[config.mk]
export PLATFORM = sky130hd
export DESIGN_NAME = mem_access_ctrl
export DESIGN_NICKNAME = d
export VERILOG_FILES = /design/src/rtl/mem_access_ctrl.sv
export SDC_FILE = /design/constraint.sdc
export NUM_CORES = 1
export LEC_CHECK = 0
export BUFFER_PORTS_ARGS = -buffer_cell sky130_fd_sc_hd__buf_2
export CAP_MARGIN = 20
export CORE_ASPECT_RATIO = 2
export CORE_MARGIN = 2
export CORE_UTILIZATION = 50
export DETAILED_ROUTE_END_ITERATION = 8
export PLACE_DENSITY_LB_ADDON = 0.05
export RECOVER_POWER = 25
export SYNTH_ARGS = -nofsm -noshare
export SYNTH_HDL_FRONTEND = slang
export SYNTH_SLANG_ARGS = --single-unit
[constraint.sdc]
create_clock -name clk -period 3.76 [get_ports clk]
set_input_delay 0.376 -clock clk [delete_from_list [all_inputs] [get_ports clk]]
set_output_delay 0.376 -clock clk [all_outputs]
set_load 0.01 [all_outputs]
[src/rtl/mem_access_ctrl.sv]
// mem_access_ctrl: arbitrates fetch/data requests onto a single-port memory with alignment and range checks
module mem_access_ctrl #(
    parameter int DEPTH = 4096
) (
    input  logic        clk,
    input  logic        reset,
    input  logic        if_req,
    input  logic [31:0] if_addr,
    output logic        if_done,
    output logic [31:0] if_instr,
    output logic        if_err,
    input  logic        d_req,
    input  logic        d_we,
    input  logic [31:0] d_addr,
    input  logic [31:0] d_wdata,
    output logic        d_done,
    output logic [31:0] d_rdata,
    output logic        d_err,
    output logic [31:0] mem_address,
    output logic [31:0] mem_write_data,
    output logic        mem_write_enable,
    input  logic [31:0] mem_data
);
    typedef enum logic [1:0] {IDLE, ACCESS, RESP} state_t;
    state_t      state, state_nx;
    logic        last_grant, gnt, we, err, pick_d, req_err, live;
    logic [31:0] addr, wdata, req_addr;
    // arbitration, request checking, next state and memory-side outputs
    always_comb begin
        pick_d           = d_req && (!if_req || !last_grant);
        req_addr         = pick_d ? d_addr : if_addr;
        req_err          = (req_addr[1:0] != 2'b00) || (req_addr >= 32'(DEPTH));
        state_nx         = state == IDLE ? ((if_req || d_req) ? ACCESS : IDLE) :
                           state == ACCESS ? RESP : IDLE;
        live             = state == ACCESS && !err && !reset;
        mem_address      = live ? addr : 32'h0;
        mem_write_enable = live && we;
        mem_write_data   = (live && we) ? wdata : 32'h0;
        if_done          = state == RESP && !gnt;
        d_done           = state == RESP && gnt;
        if_err           = if_done && err;
        d_err            = d_done && err;
    end
    // state register, grant latch and read-data capture
    always_ff @(posedge clk) begin
        if (reset) begin
            state      <= IDLE;
            last_grant <= 1'b0;
            gnt        <= 1'b0;
            we         <= 1'b0;
            err        <= 1'b0;
            addr       <= 32'h0;
            wdata      <= 32'h0;
            if_instr   <= 32'h0;
            d_rdata    <= 32'h0;
        end else begin
            state <= state_nx;
            if (state == IDLE && (if_req || d_req)) begin
                gnt   <= pick_d;
                addr  <= req_addr;
                we    <= pick_d && d_we;
                wdata <= pick_d ? d_wdata : 32'h0;
                err   <= req_err;
            end
            if (state == ACCESS && !gnt) if_instr <= err ? 32'h0 : mem_data;
            if (state == ACCESS && gnt && !we) d_rdata <= err ? 32'h0 : mem_data;
            if (state == RESP) last_grant <= gnt;
        end
    end
endmodule

Word-level counts from Yosys, hierarchy flattened
Index checks and enable logic that the tools add are counted.

Order comparisons: 1. Equality and inequality tests: 2. Multiplexer cells: 8. Reduce and logical (&&, ||, !) cells: 24.

Operators with widths (count): 2-to-1 mux 32 bit (5); >= comparator 32 x 13 -> 1 bit (second input constant) (1); logical AND 1 bit (13); logical NOT 1 bit (6); 2-to-1 mux 2 bit (2); logical OR 1 bit (3); == test 2 x 1 -> 1 bit (second input constant) (1); == test 2 bit (second input constant) (1); logical NOT 2 bit (1); nonzero test 2 bit (1); 2-to-1 mux 1 bit (1).

Register bits: 134. Bits of input ports: 133. Output and inout port bits: 133.

Longest topological paths before layout
Depth in word-level cells: 6. Gate-level depth with buffers: 7.

Worst setup path before layout
Ideal clock, no wire load.

Path type: input port to output port. From: input reset. To: output mem_write_data[14]. Data arrival time: 1351 ps. Slack: 2033 ps. Stages on the path: 5. Buffers on the path: 3. Cells stage by stage: clkbuf_1 > nor3_1 > buf_2 > clkbuf_1 > and3_1.

Word-level cells in the longest chain between the ends: 4.

RTL lines: start, declared (line 6) `input logic reset,`; logical NOT 1 bit (line 35) `live = state == ACCESS && !err && !reset;`; logical AND 1 bit (line 35); logical AND 1 bit (line 38) `mem_write_data = (live && we) ? wdata : 32'h0;`; 2-to-1 mux 32 bit (line 38); end, declared (line 20) `output logic [31:0] mem_write_data,`.

No other way between the ends.

Worst setup path after layout
From: register err. To: output mem_write_data[3].

Word-level cells in the longest chain between the ends: 5.

RTL lines: start, declared (line 26) `logic last_grant, gnt, we, err, pick_d, req_err, live;`; start signal, assigned (line 63) `err <= req_err;`; logical NOT 1 bit (line 35); logical AND 1 bit (2 in series) (line 35); logical AND 1 bit (line 38); 2-to-1 mux 32 bit (line 38).

No other way between the ends.

==> summary.md <==
| Metric | Value |
|---|---|
| Clock transition at path regs | about 0.060 ns |
| Synth warn | 0 |
| Max Root-Sink Buffers | 2 |
| Initial drt markers | between 200 and 300 |
| Outcome | finished with violations |
| Number of synthesized flops with an enable pin | 0 |
| Die height | roughly 150 um |
| Max-slew violations | 33 |
| Final net count | ~1,100 |
| Post-synth top area cell | dfxtp_1 |
| Layout fillers | 980 |
| Hold-fix buffers, CTS | 0 |
| Synth top area cells | dfxtp_1 (48%), nand2_1 (8.5%), a21oi_1 (5.9%) |
| Worst skew pair latency | around 0.4 ns |
| Combinational group share of total power | 0.119 |
| Global-route usage over all layers | 0.273 |
| Die footprint | about 12,000 sq um |
| Largest net degree at the start of global routing | 108 |
| Post-route ant nets | 0 |
| CP required | 3.38 ns |
| Peak VDD IR | around 0.35 mV |
| CTS Sinks | roughly 130 |
| TritonCTS Buffers | 17 |
| Post_cts resized | 0 |
| Worst Max-Slew Pin Slew | around 1.6 ns |
| Htree depth | 4 |
| Startpoint Class | flip-flop |
| Critical path class | reg2out |
| Synth unique cells | 27 |
| Count leader, synth | dfxtp_1 |
| Post-Syn Nets | 820 |
| PwrDens | slightly above 500 nW/um^2 |
| Final-report hold violation count | 0 |
| Period minus WS final | approximately 2.4 ns |
| Setup_tns | 0 ns |
| Static leakage | between 3 and 4 nW |
| Antenna violations before repair | 1 |
| Initial core utilization | 0.514 |
| Pint | just under 3 mW |
| Area delta synth->final | 35.5% |
| Row cnt | 54 |
| # setup viols final | 0 |
| Reg power frac | 0.400 |
| Post-route DRC | 0 |
| CP max FO | 65 |
| GPL Wtd Cong | between 0.8 and 0.9 |
| Sw frac | 0.240 |
| Fraction of layout instances using a drive strength above 1 | 0.265 |
| Post-synth top area share | 0.477 |
| Number of synthesized register bits | approximately 130 |
| Post-synthesis sequential area ratio | 0.477 |
| Period utilization | 0.650 |
| Vias in the first global route | about 5,700 |
| Root Driver | clkbuf_16 |
| Max-Slew Margin vs Limit | -0.0339 |
| Clock power frac | 0.480 |
| FMAX | 409 MHz |
| Failing checks | capacitance limit, slew limit |
| Critical path endpoint category | output pin |
| First-pass GRT wire length | around 26,000 um |
| Post-Syn Instances | just under 700 |
| Unrepaired setup endpoints after global routing | false |
| R2R Setup Slk | 1.39 ns |
| Max cap viols | 1 |
| Fin util | 0.697 |
| DPL Wire Length | around 12,000 um |
| Synth Cell Area | 5630 sq um |
| FFs w/ async S/R, synth | 0 |
| Vias per cell | 5.34 |
| Setup bufs post-CTS | 0 |
| Detailed-router iteration count before antenna repair | 4 |
| WL per Instance | ~16 um |
| Hold Path Class | in2reg |
| Die span in x | between 70 and 80 um |
| Mapped Avg Cell Area | between 8 and 9 sq um |
| WP data arrival | 2.07 ns |
| Synth Flop Type | dfxtp_1 |
| IO Port Bufs | about 270 |
| CTS tree | done |
| Total number of vias | between 5,000 and 6,000 |
| Core Area | 10,900 sq um |
| Psw | just over 0.9 mW |
| Top cells by count, synth | dfxtp_1 (134), nand2_1 (128), nor2_1 (76) |
| Clock Skews | approximately 0.0084 ns |
| GRT overflow | 0 |
| Num ports | about 270 |
| Final WL | around 17,000 um |
-- power by group through the flow --
stage                     clock network (mW)  logic [mW]  registers, mW
after floorplan                            0       0.277           1.58
after global placement                     0       0.447           1.58
after detailed placement                   0       0.460           1.58
after CTS                               1.89       0.464           1.55
after global routing                    1.96       0.517           1.56
final                                   1.87       0.464           1.55
-- path summary, 6_finish.rpt --
| check | from | end | depth (start not counted) |
|---|---|---|---|
| worst max-delay path | err$_SDFFE_PP0P_ | mem_write_data[3] | 5 |
| worst min-delay path | d_wdata[0] | wdata[0]$_SDFFE_PP0P_ | 3 |
| worst max register to register | state[1]$_SDFF_PP0_ | if_instr[25]$_SDFFE_PP0P_ | 5 |
| worst min register to register | if_instr[21]$_SDFFE_PP0P_ | if_instr[21]$_SDFFE_PP0P_ | 2 |
-- cell families after synthesis --
logic type | synth area share
and+or+nand+nor | 0.269
AOI/OAI and AO/OA | 0.153
buffers and inverters | 0.0445
muxes | 0.0569
DFF | 0.477
-- metal layers --
layer	wire [um]	vias to the layer above	global-route usage
li1	-	2804	-
met5	0	-	0
met2	9200	224	0.497
met4	439	0	0.131
met1	6170	2696	0.280
met3	1080	30	0.0739
-- through the flow --
step	power (mW)	cell area [sq um]	setup WS [ns]	std cells	hold WS [ns]
final	3.88	7620	1.32	1077	0.204
after CTS	3.91	7660	1.31	1074	0.186
after floorplan	1.86	5630	2.03	687	0.457
after detailed placement	2.04	6990	1.70	1043	0.445
after global routing	4.04	7620	1.19	1077	0.198
after global placement	2.02	6990	1.74	1043	0.438
-- layout by cell type, fill, tap and decap left out, types with 2 or more instances in the layout --
cell        instances
clkbuf_1           66
nor3_2              2
nand2b_1            3
clkbuf_16          17
and2_1             36
nor4_1              5
nor2_1             75
bufinv_16           6
or4_1               4
and3_1             32
nand4_1             2
a22oi_1            33
mux2i_1            32
a211oi_1           32
nor2b_1            32
nand2_1           128
a21oi_1            66
buf_2             200
nor3_1              2
dfxtp_1           134
clkinvlp_4          3
buf_4              10
-- registers in the layout, summed over array words and instances (netlist names) --
register / count
gnt: 1
last_grant: 1
addr: 32
err: 1
we: 1
d_rdata: 32
if_instr: 32
state: 2
wdata: 32
-- final cells by class --
class                           count  area, sq um  share of cell area
Sequential cell                   134         2680               0.352
Timing Repair Buffer              277         1370               0.179
Inverter                            1         3.75            0.000492
Clock buffer                       19          443              0.0581
Multi-Input combinational cell    493         2720               0.357
Clock inverter                     12          225              0.0295
Tap cell                          140          175              0.0230
Antenna cell                        1         2.50            0.000328
-- worst max-delay path: stages (launching register included) --
cell and delay, ns:
dfxtp_1 0.29, buf_4 0.25, nor3_2 0.21, buf_4 0.48, and3_1 0.27, buf_2 0.15
Power figures use the tool's default switching activity.
